[src/rtl/ex_wb_stage_pkg.sv]
// ex_wb_stage_pkg
// Shared widths and ALU opcode encodings for the 8-bit pipelined core.
// The ID stage uses the same opcode constants when it fills EX_ALUop.
package ex_wb_stage_pkg;

  localparam int DATA_W = 8;
  localparam int REG_AW = 3;
  localparam int OP_W   = 4;

  localparam logic [OP_W-1:0] ALU_ADD = 4'd0;
  localparam logic [OP_W-1:0] ALU_SUB = 4'd1;
  localparam logic [OP_W-1:0] ALU_AND = 4'd2;
  localparam logic [OP_W-1:0] ALU_OR  = 4'd3;
  localparam logic [OP_W-1:0] ALU_XOR = 4'd4;
  localparam logic [OP_W-1:0] ALU_NOT = 4'd5;
  localparam logic [OP_W-1:0] ALU_SHL = 4'd6;
  localparam logic [OP_W-1:0] ALU_SHR = 4'd7;
  localparam logic [OP_W-1:0] ALU_MOV = 4'd8;

endpackage

[src/rtl/ex_wb_stage_alu8.sv]
// alu8
// Purely combinational ALU for the execute stage.
// Ports:
//   a  - operand A (register or forwarded value)
//   b  - operand B (immediate)
//   op - operation select (ALU_* encodings)
//   r  - result, wraps modulo 2**DATA_W
//   c  - carry (ADD), borrow (SUB), shifted-out bit (SHL/SHR), else 0
module alu8
  import ex_wb_stage_pkg::*;
#(
  parameter int DATA_W = ex_wb_stage_pkg::DATA_W,
  parameter int OP_W   = ex_wb_stage_pkg::OP_W
) (
  input  logic [DATA_W-1:0] a,
  input  logic [DATA_W-1:0] b,
  input  logic [OP_W-1:0]   op,
  output logic [DATA_W-1:0] r,
  output logic              c
);

  // One extra bit so ADD carry-out and SUB borrow fall out of the same adder.
  logic [DATA_W:0] sum;

  always_comb begin
    sum = '0;
    r   = a;
    c   = 1'b0;
    case (op)
      ALU_ADD: begin
        sum = {1'b0, a} + {1'b0, b};
        r   = sum[DATA_W-1:0];
        c   = sum[DATA_W];
      end
      ALU_SUB: begin
        // Top bit of the widened difference is set exactly when a < b.
        sum = {1'b0, a} - {1'b0, b};
        r   = sum[DATA_W-1:0];
        c   = sum[DATA_W];
      end
      ALU_AND: r = a & b;
      ALU_OR:  r = a | b;
      ALU_XOR: r = a ^ b;
      ALU_NOT: r = ~a;
      ALU_SHL: begin
        r = {a[DATA_W-2:0], 1'b0};
        c = a[DATA_W-1];
      end
      ALU_SHR: begin
        r = {1'b0, a[DATA_W-1:1]};
        c = a[0];
      end
      // MOV and the reserved encodings pass A through with carry clear.
      default: begin
        r = a;
        c = 1'b0;
      end
    endcase
  end

endmodule

[src/rtl/ex_wb_stage.sv]
// ex_wb_stage
// Execute stage plus EX/WB pipeline register of the 8-bit core.
// Ports:
//   clk, rst            - clock (rising edge), asynchronous active-low reset
//   EX_instr            - instruction; [REG_AW-1:0] is source register rs
//   EX_ALUop            - ALU operation select
//   EX_RegWrite         - instruction writes a register
//   EX_LoadImmediate    - result is EX_ImmediateData, ALU bypassed
//   EX_RegData1         - register-file value of rs read in ID
//   EX_writeReg         - destination register rd
//   EX_ImmediateData    - immediate operand (ALU operand B)
//   EX_flush            - squash the current instruction into a bubble
//   WB_RegWrite/writeReg/result/instr - registered writeback bundle
//   WB_zero, WB_carry   - flags, updated only by ALU register writes
//   fwd_hit             - combinational: operand A taken from WB_result
module ex_wb_stage
  import ex_wb_stage_pkg::*;
#(
  parameter int DATA_W = ex_wb_stage_pkg::DATA_W,
  parameter int REG_AW = ex_wb_stage_pkg::REG_AW,
  parameter int OP_W   = ex_wb_stage_pkg::OP_W
) (
  input  logic              clk,
  input  logic              rst,
  input  logic [DATA_W-1:0] EX_instr,
  input  logic [OP_W-1:0]   EX_ALUop,
  input  logic              EX_RegWrite,
  input  logic              EX_LoadImmediate,
  input  logic [DATA_W-1:0] EX_RegData1,
  input  logic [REG_AW-1:0] EX_writeReg,
  input  logic [DATA_W-1:0] EX_ImmediateData,
  input  logic              EX_flush,
  output logic              WB_RegWrite,
  output logic [REG_AW-1:0] WB_writeReg,
  output logic [DATA_W-1:0] WB_result,
  output logic [DATA_W-1:0] WB_instr,
  output logic              WB_zero,
  output logic              WB_carry,
  output logic              fwd_hit
);

  logic [DATA_W-1:0] opa_p0;
  logic [DATA_W-1:0] alu_r_p0;
  logic              alu_c_p0;
  logic [DATA_W-1:0] res_p0;
  logic              flag_upd_p0;

  // ---- Stage p0: execute (forwarding, ALU, result select) ----
  // Only the immediately previous instruction can be forwarded; older results
  // are already visible through the register file's first-half-cycle write.
  // A flushed or reset WB slot has WB_RegWrite=0 and therefore never matches.
  assign fwd_hit = WB_RegWrite && (WB_writeReg == EX_instr[REG_AW-1:0]);
  assign opa_p0  = fwd_hit ? WB_result : EX_RegData1;

  alu8 #(
    .DATA_W (DATA_W),
    .OP_W   (OP_W)
  ) u_alu (
    .a  (opa_p0),
    .b  (EX_ImmediateData),
    .op (EX_ALUop),
    .r  (alu_r_p0),
    .c  (alu_c_p0)
  );

  assign res_p0      = EX_LoadImmediate ? EX_ImmediateData : alu_r_p0;
  // Flags track ALU results that are actually written back; load-immediates,
  // bubbles and flushed instructions leave them untouched.
  assign flag_upd_p0 = !EX_flush && EX_RegWrite && !EX_LoadImmediate;

  // ---- Stage p1: EX/WB register ----
  always_ff @(posedge clk or negedge rst) begin
    if (!rst) begin
      WB_RegWrite <= 1'b0;
      WB_writeReg <= '0;
      WB_result   <= '0;
      WB_instr    <= '0;
      WB_zero     <= 1'b0;
      WB_carry    <= 1'b0;
    end else begin
      if (EX_flush) begin
        WB_RegWrite <= 1'b0;
        WB_writeReg <= '0;
        WB_result   <= '0;
        WB_instr    <= '0;
      end else begin
        WB_RegWrite <= EX_RegWrite;
        WB_writeReg <= EX_writeReg;
        WB_result   <= res_p0;
        WB_instr    <= EX_instr;
      end
      if (flag_upd_p0) begin
        WB_zero  <= (res_p0 == '0);
        WB_carry <= alu_c_p0;
      end
    end
  end

endmodule
[config.mk]
export PLATFORM = sky130hd
export DESIGN_NAME = ex_wb_stage
export DESIGN_NICKNAME = d
export VERILOG_FILES = /design/src/rtl/ex_wb_stage_pkg.sv /design/src/rtl/ex_wb_stage_alu8.sv /design/src/rtl/ex_wb_stage.sv
export SDC_FILE = /design/constraint.sdc
export NUM_CORES = 1
export LEC_CHECK = 0
export ABC_AREA = 1
export CORE_AREA = 2 2 73 75
export DETAILED_ROUTE_END_ITERATION = 10
export DIE_AREA = 0 0 75 77
export GPL_ROUTABILITY_DRIVEN = 0
export GPL_TIMING_DRIVEN = 0
export PLACE_DENSITY_LB_ADDON = 0.25
export SETUP_SLACK_MARGIN = 0.02
export SKIP_CTS_REPAIR_TIMING = 1
export SLEW_MARGIN = 20
export SYNTH_ARGS = -nofsm -noshare
export SYNTH_HDL_FRONTEND = slang
export SYNTH_SLANG_ARGS = --single-unit
[constraint.sdc]
create_clock -name clk -period 6.45 [get_ports clk]
set_input_delay 1.29 -clock clk [delete_from_list [all_inputs] [get_ports clk]]
set_output_delay 1.29 -clock clk [all_outputs]
set_load 0.02 [all_outputs]
==> metrics.txt, run 1 <==
Mapped Area 2710 um2; fin area 3410 um2; largest stage delay on the critical path between 0.5 and 0.6 ns; Area growth syn-to-layout 25.6%; Min-Delay Path Class flip-flop to flip-flop; starting density of the core between 50 and 60%; CP Data Required Time between 5 and 6 ns; # clock sinks 22; placed insts 570; Synth Register Bits 22; Max clock buf depth 2; headroom to the max-slew limit 68.2%; PwrDens 129 nW/um2; Max-cap violations 0; Chip Width roughly 75 um; share of flip-flops with an asynchronous set or reset 100%; ANT nets after route 0; total number of vias 2919; Starting DRT DRC Count ~260; critical path peak fanout 10; IO buf count 57; total grt overflow 0; root buffer cell clkbuf_8; peak supply drop roughly 0.00016 V; CTS tree built; drt pass-1 iters 5; CP endpoint kind output pin; drt drc 0; RSZ-0062 raised after global routing no; CTS Buf Count 3; Static Leak 1.89 nW; first-pass GRT wire length around 13000 um; DP HPWL 5950 um; fin crit period around 4.5 ns; Post-DP Area 3370 um2; buffers and inverters on the worst path 5; layout cells sized above 1 7.75%; post-synthesis sequential area ratio 20.3%; Syn Inst Count 443; Yosys warning total 0; pin count of the biggest net entering global routing 23; die area 5780 um2; Core Rows 26; Worst-Margin Slew 0.477 ns; fmax roughly 220 MHz; WL final between 7000 and 8000 um; Setup CP Type input pin to output pin; Final nets approximately 570; Antenna Diode Count 0; critical path cell sequence clkdlybuf4s50_1 -> inv_1 -> nand2_1 -> nand2_1 -> nor2_2 -> nand2_2 -> buf_6 -> inv_1 -> clkdlybuf4s50_1; final non-filler cell total 573; CP top delay family buffers and inverters; status completed; total negative slack 0 ns; Mapped Avg Cell Area around 6 um2; Startpoint Class input pin; via-per-instance ratio between 5 and 6; Worst EP arrival roughly 3.2 ns; skew final roughly 0.0039 ns; number of synthesized flops with an enable pin 0; post-route clock period utilization 69.3%; Die H just under 80 um; final setup vio count 0; final hold violations 0; Mapped Nets 506; commonest non-fill, non-tap cell in the layout nand2_1; gr usage total between 20 and 30%; initial antenna violation count 0; core area between 4000 and 5000 um2; clock insertion delay at the later pin of the skew report 0.25 ns; Clock transition at path regs approximately 0.070 ns; H-tree Lvls 1; Netlist cell types 34; fin util about two thirds; I/O Pins between 50 and 60; vias in the first global route around 2900; fin. max-slew vios 0; most frequent cells in the layout nand2_1, inv_1, nor2_1; # fillers approximately 450; critical path's slowest cell clkdlybuf4s50_1; Top FF cell, synth dfrtp_1; DR WL/cell between 10 and 15 um
==> path summary, 6_finish.rpt <==
check / startpoint / endpoint / slack, ns / cells after the start
max: EX_instr[2] / fwd_hit / 1.98 / 9
min: WB_carry / WB_carry / 0.49 / 2
max reg2reg: WB_writeReg[2] / WB_zero / 3.26 / 23
min reg2reg: WB_carry / WB_carry / 0.49 / 2
max in group asynchronous: rst / WB_instr[4] / 5.14 / 1
min in group asynchronous: rst / WB_writeReg[1] / 0.98 / 1
==> report_power, final <==
group	internal [mW]	switching, mW	total [mW]
Sequential	0.146	0.00455	0.151
Combinational	0.0828	0.123	0.206
Clock	0.0416	0.0403	0.0818
==> worst min-delay path, delay by kind of cell (launching register included) <==
kind | cells | cell delay (ns)
and+or+nand+nor | 2 | 0.11
DFF | 1 | 0.35
==> metrics by stage <==
stage | worst slack, ns | hold WS [ns] | power (mW)
final | 1.98 | 0.488 | 0.439
after global routing | 1.79 | 0.513 | 0.471
after CTS | 1.98 | 0.495 | 0.440
after detailed placement | 1.94 | 0.481 | 0.357
after global placement | 1.99 | 0.472 | 0.352
after floorplan | 2.95 | 0.585 | 0.283
==> Yosys cell counts, types with 2 or more instances <==
cell type / instances / area, um2
nand2_1: 114 / 428
inv_1: 80 / 300
nor2_1: 67 / 251
nand3_1: 49 / 245
ha_1: 25 / 313
dfrtp_1: 22 / 551
o21ai_0: 13 / 65.1
a21oi_1: 10 / 50.1
nand2_2: 6 / 37.5
nand3b_1: 6 / 45.0
nor2_2: 6 / 37.5
inv_2: 4 / 15.0
o21ai_1: 4 / 20.0
buf_6: 3 / 33.8
nand2_4: 3 / 33.8
nor3_1: 3 / 15.0
o22ai_1: 3 / 18.8
a21boi_1: 2 / 15.0
clkbuf_1: 2 / 7.51
fa_1: 2 / 40.0
nand3_2: 2 / 20.0
nand3_4: 2 / 35.0
nand3b_4: 2 / 40.0
nor2_4: 2 / 22.5
or2_2: 2 / 12.5
==> metal layers <==
metal  global-route usage [%]  share of wire [%]  vias to the layer above
met5                        0                  0                        -
met1                     34.3                 42                     1315
met2                     46.6                 50                      108
met4                     7.86                1.7                        0
li1                         -                  -                     1488
met3                     4.47                6.8                        8
==> cell type report <==
| class | instances | area (um2) | area share [%] |
|---|---|---|---|
| Multi-Input combinational cell | 329 | 1790 | 52.6 |
| Timing Repair Buffer | 57 | 566 | 16.6 |
| Sequential cell | 22 | 551 | 16.2 |
| Inverter | 85 | 319 | 9.37 |
| Tap cell | 70 | 87.6 | 2.57 |
| Buffer | 7 | 50.0 | 1.47 |
| Clock buffer | 3 | 41.3 | 1.21 |
==> cell families after synthesis <==
group                    Yosys count  synth area share, %
AND/OR/NAND/NOR                  265                 45.4
buffers and inverters             92                 13.6
AO/OA/AOI/OAI                     37                 7.71
adder cells (fa/ha/maj)           27                 13.0
flip-flops                        22                 20.3
==> state kept, by name, summed over array words and instances, names as in the netlist <==
name / count
WB_RegWrite: 1
WB_carry: 1
WB_instr: 8
WB_result: 8
WB_writeReg: 3
WB_zero: 1
(Power assumes the default switching activity.)
==> run 2: changes to the inputs <==
- CORE_AREA: 2 2 73 75 -> 2 2 79 81
- DIE_AREA: 0 0 75 77 -> 0 0 81 83
- clock period: 6.45 -> 4 ns (I/O delays scaled with it)
==> metrics.txt, run 2 (synthesis results as in run 1) <==
status completed; CTS Buf Count 3 (unchanged); largest stage delay on the critical path 0.48 ns (-0.11 ns); CP Depth 23 (+14); initial antenna violation count 0 (unchanged); Final nets 568 (unchanged); Die H 83 um (+7.8%); # clock sinks 22 (unchanged); vias in the first global route 2839 (-0.87%); Hold Path Stages 2 (unchanged); most frequent cells in the layout nand2_1, inv_1, nor2_1; RSZ-0062 raised after global routing no; CP top delay family simple AND/OR/NAND/NOR gates; die area 6720 um2 (+16%); headroom to the max-slew limit 35.8% (-32 points); CP endpoint kind flip-flop; critical path's slowest cell clkdlybuf4s50_1; Chip Width 81 um (+8.0%); Max clock buf depth 2 (unchanged); fin. max-slew vios 0 (unchanged); post-route clock period utilization ~93%; layout cells sized above 1 8.13% (+0.38 points); CP most frequent cell nand2_1; root buffer cell clkbuf_8; Antenna Diode Count 0 (unchanged); buffers and inverters on the worst path 4 (-1); total negative slack 0 ns (unchanged); drt drc 0 (unchanged); Worst-Margin Slew 0.960 ns (+0.483 ns); Area growth syn-to-layout 26.9%; final hold violations 0 (unchanged); largest registers WB_instr: 8 flops, WB_result: 8 flops, WB_writeReg: 3 flops; H-tree Lvls 1 (unchanged); skew final 0.00940 ns (+0.00551 ns); total chip power 733 uW (+67%); Core Rows 28 (+7.7%); Startpoint Class input pin; total grt overflow 0 (unchanged); first-pass GRT wire length 12500 um (-0.98%); IO buf count 57 (unchanged); Max-cap violations 0 (unchanged); CTS tree built; pin count of the biggest net entering global routing 23 (unchanged); Static Leak 1.90 nW (+0.26%); starting density of the core 46.6% (-7.9 points); Starting DRT DRC Count 194 (-24%); peak supply drop 0.000253 V (+63%); ANT nets after route 0 (unchanged); total number of vias 2869 (-1.7%); gr usage total 22.8% (-4.4 points); DR WL/cell 12.6 um (-2.2%); Worst EP arrival 3.93 ns (+0.75 ns); CP Data Required Time 4.21 ns (-0.95 ns); critical path peak fanout 10 (unchanged); drt pass-1 iters 5 (unchanged); commonest non-fill, non-tap cell in the layout nand2_1; Setup CP Type input pin to flip-flop; via-per-instance ratio 4.96 (-2.7%); final setup vio count 0 (unchanged); final non-filler cell total 579 (+1.0%); Worst R2R Path Depth 21 (-8.7%); fmax ~270 MHz; placed insts 575 (+0.88%); clock insertion delay at the later pin of the skew report 0.26 ns (about the same); Min-Delay Path Class flip-flop to flip-flop; WL final 7300 um (-1.2%); critical path cell sequence clkdlybuf4s50_1 -> inv_1 -> nand2_1 -> nand2_1 -> nor2_4 -> buf_6 -> nand3b_4 -> nand2_1 -> inv_1 -> fa_1 -> nand2_1 -> nand2_1 -> nand2_1 -> nand2_1 -> nand2_1 -> nor2_1 -> nor2_1 -> nand4_1 -> a21boi_1 -> nand2_1 -> nor2_1 -> nand2_1 -> nand2_1; DP HPWL 6110 um (+2.6%); PwrDens 213 nW/um2 (+65%); I/O Pins 59 (unchanged); fin crit period around 3.7 ns; core area 5820 um2 (+17%); Clock transition at path regs 0.08 ns (about the same)
## run 2: cell count changes in the layout (fill, tap and decap cells not counted), sizes merged
cell,before,now
clkdlybuf4s50,56,57
buf,6,5
clkbuf,5,6
## run 2: metal layers
| layer | wire [um] | track usage [%] | share of wire [%] | vias up |
|---|---|---|---|---|
| met3 | 440 | 4.24 | 6.0 | 12 |
| met1 | 3160 | 28.2 | 43 | 1278 |
| li1 | - | - | - | 1496 |
| met5 | 0 | 0 | 0 | - |
| met2 | 3570 | 40.2 | 49 | 83 |
| met4 | 134 | 5.39 | 1.8 | 0 |
## run 2: area by class of cell
class / instances / area [um2]
flip-flops and latches: 22 / 551
fillers: 611 / 2370
multi-input cells: 329 / 1800
inverters: 85 / 319
well taps: 75 / 93.8
clock buffers: 4 / 55.1
plain buffers: 7 / 50.0
repair buffers: 57 / 571
## run 2: worst paths after layout
check / from / to / slack (ns)
setup / recovery: EX_instr[1] / WB_zero / 0.28
hold / removal: WB_carry / WB_carry / 0.49
setup reg to reg: WB_writeReg[0] / WB_zero / 0.91
hold reg to reg: WB_carry / WB_carry / 0.49
max in group asynchronous: rst / WB_result[2] / 2.34
min in group asynchronous: rst / WB_writeReg[0] / 1.06
## run 2: tightest hold or removal path, stage by stage (launching register included)
cell     delay, ns
dfrtp_1       0.35
nand2_1       0.05
nand2_1       0.06
## run 2: through the flow
step / hold slack (ns) / worst slack (ns) / utilization (%) / cell area (um2)
2_1_floorplan: 0.504 / 0.985 / - / 2710
3_3_place_gp: 0.474 / 0.0218 / 58.0 / 3380
3_5_place_dp: 0.476 / -0.0121 / 58.0 / 3380
4_1_cts: 0.494 / 0.261 / 59.0 / 3430
5_1_grt: 0.523 / 0.0211 / 59.2 / 3440
6_report: 0.486 / 0.281 / 59.2 / 3440
## run 2: power by group
group	switching, mW	internal, mW
clock network	0.0679	0.0877
registers	0.00705	0.236
logic	0.199	0.135
==> run 3: changes to the inputs <==
--- a/config.mk
+++ b/config.mk
@@ -14,5 +14,4 @@
 export PLACE_DENSITY_LB_ADDON = 0.25
 export SETUP_SLACK_MARGIN = 0.02
-export SKIP_CTS_REPAIR_TIMING = 1
 export SLEW_MARGIN = 20
 export SYNTH_ARGS = -nofsm -noshare
==> constraint.sdc (replaced) <==
create_clock -name clk -period 4 [get_ports clk]
set_input_delay 0.8 -clock clk [delete_from_list [all_inputs] [get_ports clk]]
set_output_delay 0.8 -clock clk [all_outputs]
set_load 0.01 [all_outputs]
==> results of run 3 <==
The final DEF is identical to that of run 2. Status: completed.
Main changes from that run: total power 0.733 mW -> 0.722 mW; worst IR drop on VDD 0.000253 V -> 0.000251 V
